<file path="src/rtl/router_pkg.sv">
// Shared constants and helpers for the sync router slice.
package router_pkg;

  localparam int DEF_NUM_CH  = 3;
  localparam int DEF_ADDR_W  = 2;
  localparam int DEF_TIMEOUT = 30;
  localparam int MAX_CH      = 8;

  function automatic logic [MAX_CH-1:0] onehot(
    input logic [2:0] idx
  );
    logic [MAX_CH-1:0] r;
    r      = '0;
    r[idx] = 1'b1;
    return r;
  endfunction

endpackage

</file>
<file path="src/rtl/router_sync_mc_if.sv">
// Router synchroniser bus: header/write control, FIFO status,
// per-channel valid/read and timeout signals.
interface router_sync_mc_if
  import router_pkg::*;
#(
  parameter int NUM_CH = DEF_NUM_CH,
  parameter int ADDR_W = DEF_ADDR_W
) ();

  logic              detect_add;
  logic [ADDR_W-1:0] data_in;
  logic              write_enb_reg;
  logic [NUM_CH-1:0] read_enb;
  logic [NUM_CH-1:0] full;
  logic [NUM_CH-1:0] empty;
  logic [NUM_CH-1:0] write_enb;
  logic              fifo_full;
  logic [NUM_CH-1:0] vld_out;
  logic [NUM_CH-1:0] soft_reset;
  logic              addr_err;

  modport master (
    output detect_add, data_in, write_enb_reg,
    output read_enb, full, empty,
    input  write_enb, fifo_full, vld_out,
    input  soft_reset, addr_err
  );

  modport slave (
    input  detect_add, data_in, write_enb_reg,
    input  read_enb, full, empty,
    output write_enb, fifo_full, vld_out,
    output soft_reset, addr_err
  );

endinterface

</file>
<file path="src/rtl/router_sync_timer.sv">
// Per-channel unread-data watchdog; pulses soft_reset
// after TIMEOUT consecutive valid-but-unread cycles.
module router_sync_timer #(
  parameter int TIMEOUT = 30
) (
  input  logic clock,
  input  logic reset,
  input  logic vld,
  input  logic rd,
  output logic soft_reset
);

  localparam int CW = $clog2(TIMEOUT + 1);

  logic [CW-1:0] cnt;

  always_ff @(posedge clock) begin
    if (reset) begin
      cnt        <= '0;
      soft_reset <= 1'b0;
    end else begin
      soft_reset <= 1'b0;
      if (!vld || rd) begin
        cnt <= '0;
      end else if (cnt == CW'(TIMEOUT - 1)) begin
        cnt        <= '0;
        soft_reset <= 1'b1;
      end else begin
        cnt <= cnt + 1'b1;
      end
    end
  end

endmodule

</file>
<file path="src/rtl/router_sync_mc.sv">
// Router synchroniser: destination latch, write steering, timeouts.
// ROUTER_SYNC_SRST_CNT_EN adds per-channel soft_reset counters.
module router_sync_mc
  import router_pkg::*;
#(
  parameter int NUM_CH  = DEF_NUM_CH,
  parameter int ADDR_W  = DEF_ADDR_W,
  parameter int TIMEOUT = DEF_TIMEOUT
) (
  input logic             clock,
  input logic             reset,
  router_sync_mc_if.slave bus
`ifdef ROUTER_SYNC_SRST_CNT_EN
  ,
  output logic [NUM_CH*8-1:0] srst_cnt
`endif
);

  logic [ADDR_W-1:0] dest;
  logic [NUM_CH-1:0] sel;

  always_ff @(posedge clock) begin
    if (reset) begin
      dest <= '0;
    end else if (bus.detect_add) begin
      dest <= bus.data_in;
    end
  end

  // out-of-range dest may alias in the decode; addr_err masks it
  assign sel = NUM_CH'(onehot(3'(dest)));

  assign bus.addr_err  = (int'(dest) >= NUM_CH);
  assign bus.write_enb = (bus.write_enb_reg && !bus.addr_err)
                       ? sel : '0;
  assign bus.fifo_full = !bus.addr_err && |(bus.full & sel);
  assign bus.vld_out   = ~bus.empty;

  for (genvar i = 0; i < NUM_CH; i++) begin : g_ch
    router_sync_timer #(
      .TIMEOUT(TIMEOUT)
    ) u_timer (
      .clock     (clock),
      .reset     (reset),
      .vld       (bus.vld_out[i]),
      .rd        (bus.read_enb[i]),
      .soft_reset(bus.soft_reset[i])
    );

`ifdef ROUTER_SYNC_SRST_CNT_EN
    logic [7:0] pulses;

    always_ff @(posedge clock) begin
      if (reset) begin
        pulses <= '0;
      end else if (bus.soft_reset[i] && pulses != 8'hFF) begin
        pulses <= pulses + 1'b1;
      end
    end

    assign srst_cnt[i*8 +: 8] = pulses;
`endif
  end

endmodule

</file>
<file path="src/flat_wrapper.sv">
// flat-port wrapper written by rule: the top's interface ports become plain ports
module router_sync_mc_flat import router_pkg::*;
#(
  parameter int NUM_CH  = DEF_NUM_CH,
  parameter int ADDR_W  = DEF_ADDR_W,
  parameter int TIMEOUT = DEF_TIMEOUT
)
  (clock, reset, bus_detect_add, bus_data_in, bus_write_enb_reg, bus_read_enb, bus_full, bus_empty, bus_write_enb, bus_fifo_full, bus_vld_out, bus_soft_reset, bus_addr_err);
  router_sync_mc_if #(.NUM_CH(NUM_CH), .ADDR_W(ADDR_W)) bus_i ();
  input logic clock;
  input logic reset;
  input wire logic [$bits(bus_i.detect_add)-1:0] bus_detect_add;
  input wire logic [$bits(bus_i.data_in)-1:0] bus_data_in;
  input wire logic [$bits(bus_i.write_enb_reg)-1:0] bus_write_enb_reg;
  input wire logic [$bits(bus_i.read_enb)-1:0] bus_read_enb;
  input wire logic [$bits(bus_i.full)-1:0] bus_full;
  input wire logic [$bits(bus_i.empty)-1:0] bus_empty;
  output wire logic [$bits(bus_i.write_enb)-1:0] bus_write_enb;
  output wire logic [$bits(bus_i.fifo_full)-1:0] bus_fifo_full;
  output wire logic [$bits(bus_i.vld_out)-1:0] bus_vld_out;
  output wire logic [$bits(bus_i.soft_reset)-1:0] bus_soft_reset;
  output wire logic [$bits(bus_i.addr_err)-1:0] bus_addr_err;
  assign bus_i.detect_add = bus_detect_add;
  assign bus_i.data_in = bus_data_in;
  assign bus_i.write_enb_reg = bus_write_enb_reg;
  assign bus_i.read_enb = bus_read_enb;
  assign bus_i.full = bus_full;
  assign bus_i.empty = bus_empty;
  assign bus_write_enb = bus_i.write_enb;
  assign bus_fifo_full = bus_i.fifo_full;
  assign bus_vld_out = bus_i.vld_out;
  assign bus_soft_reset = bus_i.soft_reset;
  assign bus_addr_err = bus_i.addr_err;
  router_sync_mc #(.NUM_CH(NUM_CH), .ADDR_W(ADDR_W), .TIMEOUT(TIMEOUT)) u_core (.clock(clock), .reset(reset), .bus(bus_i));
endmodule
</file>
<file path="config.mk">
export PLATFORM = sky130hd
export DESIGN_NAME = router_sync_mc_flat
export DESIGN_NICKNAME = d
export VERILOG_FILES = /design/src/rtl/router_pkg.sv /design/src/rtl/router_sync_mc_if.sv /design/src/rtl/router_sync_timer.sv /design/src/rtl/router_sync_mc.sv /design/src/flat_wrapper.sv
export SDC_FILE = /design/constraint.sdc
export NUM_CORES = 1
export LEC_CHECK = 0
export ABC_AREA = 0
export CAP_MARGIN = 30
export CORE_MARGIN = 8
export CORE_UTILIZATION = 30
export DETAILED_ROUTE_END_ITERATION = 8
export HOLD_SLACK_MARGIN = 0.15
export PLACE_DENSITY = 0.67
export SYNTH_ARGS = -nofsm -noshare
export SYNTH_HDL_FRONTEND = slang
export SYNTH_HIERARCHICAL = 1
export SYNTH_SLANG_ARGS = --single-unit
</file>
<file path="constraint.sdc">
create_clock -name clock -period 1 [get_ports clock]
set_clock_uncertainty 0.05 [all_clocks]
set_input_delay 0.3 -clock clock [delete_from_list [all_inputs] [get_ports clock]]
set_output_delay 0.3 -clock clock [all_outputs]
set_load 0.1 [all_outputs]
</file>
Word-level counts from Yosys, hierarchy flattened
Cells that the tools add are included.
Widths: inputs -> output; s select.
{"block": "word_totals", "register_bits": 20, "latchBits": 0, "ram_bits": 0, "rom_bits": 0, "out_inout_bits": 11, "n_memories": 0}
{"block": "op_classes", "add_sub_neg": 3, "multipliers": 0, "div_mod_pow": 0, "n_lt_le_gt_ge": 3, "n_eq_ne": 3, "shifts": 0, "muxes": 6, "bitwise": 2, "reduce_logical": 17}
{"op": "$add 5x1->5 const B", "count": 3}
{"op": "$eq 5x5->1 const B", "count": 3}
{"op": "$reduce_or 3->1", "count": 4}
{"op": "$reduce_or 2->1", "count": 3}
{"op": "$logic_not 1->1", "count": 4}
{"op": "$lt 2x4->1 const B", "count": 1}
{"op": "$mux 1", "count": 4}
{"op": "$and 3x3->3", "count": 1}
{"op": "$logic_and 1x1->1", "count": 3}
{"op": "$logic_or 1x1->1", "count": 3}
{"op": "$mux 3", "count": 1}
{"op": "$not 3->3", "count": 1}
{"op": "$demux 1 s2", "count": 1}
{"op": "$ge 2x1->1 const B", "count": 1}
{"op": "$ge 2x2->1 const B", "count": 1}

Longest topological paths before layout
Gate-level depths: netlist (run 1).
{"block": "depth", "word_depth": 7, "ltp_mapped": 5, "mapped_depth_nobuf": 5}

Hierarchy
Netlist (run 1), hierarchy kept.
{"module": "router_sync_timer", "instances": 3, "cells_each": 23, "area_per_inst_um2": 235.2, "seq_area_each_um2": 120.1}
{"module": "router_sync_mc", "instances": 1, "cells_each": 17, "area_per_inst_um2": 133.9, "seq_area_each_um2": 40.0}

Worst setup path after synthesis (run 1)
No wires, ideal clock.
{"block": "synth_timing", "path_type": "register to output", "start": "register u_core.dest[1]", "end": "output bus_write_enb[0]", "arrival_ns": 2.560, "required_time_ns": 0.650, "slack_ns": -1.910, "path_stages_with_launch": 2, "path_buffers": 0, "cell_sequence": "dfxtp_1 nor3b_1"}
{"block": "synth_via", "elab_chain_cells": 5, "word_cells_on_any_way": 9, "classes_between": "3 x order compare; 3 x mux; 3 x reduce/logical"}
{"element": "start: declaration", "line": "router_sync_mc.sv:19", "text": "logic [ADDR_W-1:0] dest;"}
{"element": "start signal: assignment", "line": "router_sync_mc.sv:26", "text": "dest <= bus.data_in;"}
{"element": "$lt 2x4->1 (implied by the code) / $ge 2x1->1 (equally long branches)", "line": "router_pkg.sv:14", "text": "r[idx] = 1'b1;"}
{"element": "$logic_and 1x1->1 (implied by the code)", "line": "router_pkg.sv:14"}
{"element": "$mux 1 (implied by the code)", "line": "router_pkg.sv:14"}
{"element": "$demux 1 s2"}
{"element": "$mux 3 *", "line": "router_sync_mc.sv:35", "text": "? sel : '0;"}
{"element": "end: declaration", "line": "flat_wrapper.sv:18", "text": "output wire logic [$bits(bus_i.write_enb)-1:0] bus_write_enb;"}
Every way passes the cells marked *; elsewhere a longest branch is shown, timed or not.

Worst setup path in the final report (run 1)
{"block": "layout_timing", "start": "register u_core.dest[0]", "end": "output bus_write_enb[2]"}
The elaborated chain is that of the path after synthesis.

==> results_dict.tcl, run 1 <==
set metrics [dict create \
    firstDrtPassIters 4 \
    grt-ovfl-total 0 \
    combPwrFrac_pct 25.0 \
    via_per_inst 4.62 \
    die_h_um 68.9 \
    min-delay-path-class "in -> reg" \
    die_area_sq_mm 0.00475 \
    insertion_delay_ns 0.30 \
    gp_congestion 0.716 \
    fin_util_pct 57.2 \
    syn_area_per_cell_sq_um 9.76 \
    antenna_found_initial 0 \
    h-tree-depth 1 \
    fin_nets 145 \
    gr-usage-all-layers_pct 9.19 \
    min_period_ns 1.58 \
    vias 712 \
    die_w_um 68.9 \
    grt_pass1_vias 729 \
    ys_ff_latch 20 \
    maxSlewViolCount 0 \
    hpwl_mm 1.44 \
    post-route-period-util_pct 158 \
    r2r_end "u_core/g_ch[2].u_timer/cnt[4]" \
    rsz0062_at_grt "yes" \
    failed_checks "setup timing" \
    drv_cap 0 \
    critPathArrivalTime_ns 1.23 \
    drive_gt1_share_pct 56.1 \
    setup_slack_ns -0.583 \
    worst_pin_slew_ns 0.218 \
    syn-num-nets 107 \
    min_from "reset" \
    r2r_start "u_core/g_ch[2].u_timer/cnt[0]" \
    final_antenna_net_count 0 \
    cp_max_fo 4 \
    netSwitchingPower_mw 0.469 \
    worstHoldPathCells 3 \
    wl_mm 2.15 \
    ys_seq_area_share_pct 47.7 \
    cellPowerDensity_mw_per_mm2 1040 \
    drc 0 \
    endpoint "bus_write_enb[2]" \
    syn_to_final_growth_pct 84.5 \
    worstSetupEndpointType "primary output" \
    hold_slack_ns 0.391 \
    num_io_pins 26 \
    swShare_pct 29.2 \
    initial_core_util_pct 31.0 \
    cp.required_ns 0.65 \
    worst-r2r-cell-count 4 \
    r2r_slack_ns -0.05 \
    synth_warnings 6 \
    total_power_mw 1.61 \
    fp.coreArea_sq_mm 0.00271 \
    numCtsBuffers 3 \
    cts.sinks 20 \
    p_clk_share_pct 24.0 \
    status "finished with violations" \
    setup_viol 22 \
    grt_pass1_wl_mm 3.17 \
    seqPwrFrac_pct 51.1 \
    antenna_cells 0 \
    root_buffer "clkbuf_4" \
    fmax_mhz 632 \
    relSlewSlack_pct 85.4 \
    leakagePower_nw 0.551 \
    portBuffers 25 \
    critPathLaunch "u_core/dest[0]" \
    grt_max_degree 12 \
    cts_tree "built" \
    fin_tns_setup_ns -3.60 \
    worst-setup-path-type "reg -> out" \
    intPower_mw 1.14 \
    post_drt_wl_per_cell_um 13.9 \
    drt-initial-drc-count 31 \
    path_clk_slew_ns 0.11 \
    rows 19 \
    yosys.cell_types.count 18 \
    clk_path_buf_depth 2 \
    hold_violations 0 \
    syn_inst 86 \
    ir_drop_uv 702 \
    cp-start-kind "flip-flop" \
    syn_area_sq_um 840 \
]
## critical path: stages (launching register included)
cell and delay [ns]:
dfxtp_4 0.38, buf_6 0.12, and3b_2 0.25, buf_12 0.17
## synthesized netlist by cell type
cell type  count  area (sq um)
nand3_1        6          30.0
xor2_1         6          52.6
and3b_2        1          10.0
dfxtp_1       20           400
xnor2_1        3          26.3
nor2_1        18          67.6
nor3b_2        3          37.5
nand2_1        1          3.75
nor2b_1        3          18.8
ha_1           6          75.1
o21ai_1        1          5.00
nand3b_1       1          7.51
nand2_2        3          18.8
nor3b_1        1          7.51
and2_2         1          7.51
inv_1          6          22.5
mux2i_1        3          30.0
nand4_1        3          18.8
## final cells by class
type,count,area [sq um]
Tap cell,31,38.8
Multi-Input combinational cell,60,589
Clock buffer,4,26.3
Fill cell,226,1160
Timing Repair Buffer,33,427
Sequential cell,20,432
Inverter,6,36.3
## cell families (layout without fill, tap and decap cells)
group	Yosys count	count (layout)	synth area share, %
XOR/XNOR	9	9	9.39
flip-flops	20	20	47.7
adder cells (fa/ha/maj)	6	6	8.94
AO/OA/AOI/OAI	1	1	0.596
AND/OR/NAND/NOR	41	41	27.1
buffers and inverters	6	43	2.68
multiplexers	3	3	3.58
## metrics by stage
stage	area, sq um	worst slack (ns)	cells
finish	1550	-0.583	154
global route	1550	-0.659	154
CTS	1460	-0.607	154
detailed placement	1350	-0.614	147
global placement	1350	-0.571	147
floorplan	908	-0.545	86
## placed cells by master (no fill, tap or decap), types with 2 or more instances in the layout
cell             Yosys  final
xor2_1               6      5
buf_6                0      5
clkdlybuf4s50_1      0      7
nand2_2              3      3
buf_4                0      6
nor2b_1              3      3
nand3_1              6      5
buf_12               0     11
dlygate4sd2_1        0      4
mux2i_1              3      2
dfxtp_2              0      4
nor2_1              18     11
xnor2_1              3      2
clkbuf_4             0      3
nor3b_4              0      4
inv_2                0      2
dfxtp_4              0      7
nor2_2               0      6
nand4_1              3      3
ha_4                 0      6
clkinvlp_4           0      3
dfxtp_1             20      9
## flip-flops by register name, summed over array words and instances, names as in the netlist
signal / flops
u_core/g_ch.u_timer/soft_reset: 3
u_core/dest: 2
u_core/g_ch.u_timer/cnt: 15
## worst min path at each step
stage / end / slack (ns)
after CTS: u_core/dest[1] / 0.38
after floorplan: u_core/dest[1] / 0.31
after detailed placement: u_core/g_ch[2].u_timer/cnt[0] / 0.41
after global routing: u_core/dest[1] / 0.37
after global placement: u_core/g_ch[1].u_timer/cnt[0] / 0.40
final: u_core/dest[1] / 0.39
## power by group through the flow
stage / Sequential, mW / Combinational, mW / Clock [mW]
2_1_floorplan: 0.841 / 0.198 / 0
3_3_place_gp: 0.840 / 0.374 / 0
3_5_place_dp: 0.841 / 0.379 / 0
4_1_cts: 0.824 / 0.396 / 0.414
5_1_grt: 0.823 / 0.421 / 0.471
6_report: 0.820 / 0.401 / 0.385
## metal layers
layer	up-vias	routed length, um	global-route usage (%)
met5	-	0	0
li1	353	-	-
met3	2	160	2.91
met4	0	34	7.52
met2	22	1180	15.4
met1	335	768	9.13
## what timing repair did
action / in CTS / in global routing
endpoints found under the setup margin: 29 / 24
pin swaps: 9 / 7
resized for setup: 39 / 22
hold buffers: 0 / 0
setup buffers: 3 / 0
No activity file was read; power rests on OpenSTA's default activity.
==> inputs of run 2 (changes only) <==
--- a/config.mk
+++ b/config.mk
@@ -10,8 +10,9 @@
 export CORE_MARGIN = 8
 export CORE_UTILIZATION = 30
 export DETAILED_ROUTE_END_ITERATION = 8
+export DONT_BUFFER_PORTS = 1
 export HOLD_SLACK_MARGIN = 0.15
-export PLACE_DENSITY = 0.67
+export PLACE_DENSITY = 0.54
 export SYNTH_ARGS = -nofsm -noshare
 export SYNTH_HDL_FRONTEND = slang
 export SYNTH_HIERARCHICAL = 1
==> run 2 against run 1 <==
- the run still ends with setup timing left
- worst hold slack lost 0.26 ns
- via count is 9.1% lower
- die area unchanged
- critical path depth is the same
- critical path type unchanged
- non-clock buffer count is 13 lower
- final area is 11% lower
- count of clock-buffer cells in the layout stayed put
- register-to-register slack improved by 0.02 ns
- setup slack better by 0.028 ns
- sequential power barely moved
- routed wire length shrank 16%
==> results_dict.tcl, run 2 (synthesis gave the netlist of run 1 again) <==
set metrics [dict create \
    cp-start-kind "flip-flop" \
    place_inst 131 \
    drt-initial-drc-count 18 \
    worstHoldPathCells 2 \
    antenna_found_initial 0 \
    r2r_start "u_core/g_ch[2].u_timer/cnt[1]" \
    gp_congestion 0.713 \
    top_regs "u_core/g_ch.u_timer/cnt (15), u_core/g_ch.u_timer/soft_reset (3), u_core/dest (2)" \
    top_register "u_core/g_ch.u_timer/cnt" \
    hpwl_mm 1.38 \
    die_area_sq_mm 0.00475 \
    relSlewSlack_pct 72.1 \
    failed_checks "setup timing" \
    syn_to_final_growth_pct 64.5 \
    min_period_ns 1.56 \
    drc 0 \
    portBuffers 0 \
    hold_slack_ns 0.127 \
    cts.sinks 20 \
    path_cells "buf_6 -> nor3b_4 -> buf_12" \
    die_w_um 68.9 \
    post_drt_wl_per_cell_um 12.9 \
    r2r_slack_ns -0.03 \
    postCtsHoldBufs 4 \
    worst-r2r-cell-count 5 \
    fin_util_pct 51.0 \
    critPathBufInv 2 \
    fin_nets 132 \
    drive_gt1_share_pct 54.5 \
    antenna_cells 0 \
    wl_mm 1.81 \
    status "finished with violations" \
    fmax_mhz 643 \
    via_per_inst 4.59 \
    setup_viol 18 \
    worst_pin_slew_ns 0.418 \
    vias 647 \
    gr-usage-all-layers_pct 7.68 \
    dpl_worst_slack_ns -0.259 \
    holdPathEnd "u_core/g_ch[2].u_timer/soft_reset" \
    numCtsBuffers 3 \
    num_io_pins 26 \
    slowest_stage "dfxtp_4" \
    path_delay_family "flip-flops" \
    cp.required_ns 0.65 \
    maxUsedRoutingLayer "met3" \
    grt_max_degree 12 \
    initial_core_util_pct 31.0 \
    h-tree-depth 1 \
    firstDrtPassIters 5 \
    r2r_end "u_core/g_ch[2].u_timer/cnt[0]" \
    hold_violations 0 \
    layout_common_cells "nor2_1, dfxtp_1, buf_12, dfxtp_4, buf_4" \
    worstSetupEndpointType "primary output" \
    wl_met2_mm 1.01 \
    fin_tns_setup_ns -3.20 \
    die_h_um 68.9 \
    ir_drop_uv 947 \
    min-delay-path-class "in -> reg" \
    maxSlewViolCount 0 \
    min_from "bus_read_enb[2]" \
    drv_cap 0 \
    route.met3.wl_um 120 \
    design_area_sq_mm 0.00138 \
    grt-ovfl-total 0 \
    fin_cells 141 \
    insertion_delay_ns 0.29 \
    setup_slack_ns -0.555 \
    fp.coreArea_sq_mm 0.00271 \
    clk_path_buf_depth 2 \
    final_antenna_net_count 0 \
    largest_register_ff_count 15 \
    critPathArrivalTime_ns 1.21 \
    root_buffer "clkbuf_4" \
    total_power_mw 1.59 \
    cellPowerDensity_mw_per_mm2 1150 \
    rsz0062_at_grt "yes" \
    wl_met1_um 684 \
    grt_pass1_wl_mm 2.75 \
    post-route-period-util_pct 156 \
    grt_pass1_vias 684 \
    worst-setup-path-type "reg -> out" \
    rows 19 \
    max_stage_delay_ns 0.38 \
    leakagePower_nw 0.493 \
    cp_max_fo 5 \
    cts_tree "built" \
    path_clk_slew_ns 0.11 \
    post_dp_cell_area_sq_mm 0.00115 \
    layout_commonest_cell "nor2_1" \
]
==> run 2: changes by cell type in the layout (fill, tap and decap cells not counted), sizes merged <==
cell / delta
buf: -6
dlymetal6s4s: +2
dlygate4sd3: +2
dlygate4sd2: -4
clkdlybuf4s50: -7
==> run 2: worst reg2reg max path: cells and delay by family (launching register included) <==
kind                       cells  cell delay [ns]
DFF                            1             0.37
and+or+nand+nor                3             0.34
buffers and inverters          1             0.06
adders and majority gates      1             0.11
==> run 2: area by class of cell <==
class	count	area, sq um
clock buffers	4	36.3
fillers	249	1330
inverters	6	33.8
multi-input cells	60	569
well taps	31	38.8
repair buffers	20	269
flip-flops and latches	20	434
==> run 2: layer usage <==
metal  global-route usage [%]  up-vias
li1                         -      329
met1                     7.45      306
met2                     14.3       12
met3                     4.36        0
met4                    0.752        0
met5                        0        -
==> run 2: worst max-delay path by stage <==
stage | startpoint | end | cells past startpoint
after floorplan | u_core/dest[1] | bus_write_enb[0] | 1
after global placement | u_core/dest[0] | bus_fifo_full | 3
after detailed placement | u_core/dest[0] | bus_fifo_full | 3
after CTS | u_core/dest[0] | bus_fifo_full | 3
after global routing | u_core/dest[0] | bus_write_enb[0] | 3
final | u_core/dest[0] | bus_write_enb[0] | 3
==> run 2: power by group <==
| part | switching, mW | internal (mW) |
|---|---|---|
| sequential | 0.0226 | 0.794 |
| clock | 0.228 | 0.222 |
| combinational | 0.193 | 0.128 |
| total | 0.444 | 1.14 |
==> run 2: timing repair <==
action	4_1_cts	5_1_grt
endpoints found under the hold margin	12	11
resized for setup	23	16
endpoints found under the setup margin	22	28
buffers inserted	1	1
pin swaps	6	9
==> inputs of run 3 (changes only) <==
--- a/config.mk
+++ b/config.mk
@@ -11,7 +11,9 @@
 export CORE_UTILIZATION = 30
 export DETAILED_ROUTE_END_ITERATION = 8
 export DONT_BUFFER_PORTS = 1
+export GPL_ROUTABILITY_DRIVEN = 0
 export HOLD_SLACK_MARGIN = 0.15
+export MAX_ROUTING_LAYER = met4
 export PLACE_DENSITY = 0.54
 export SYNTH_ARGS = -nofsm -noshare
 export SYNTH_HDL_FRONTEND = slang
==> results of run 3 <==
No change in the layout: final DEF, timing and power equal those of run 2.
Main changes from that run: overall routing resource usage 7.68% -> 7.91%
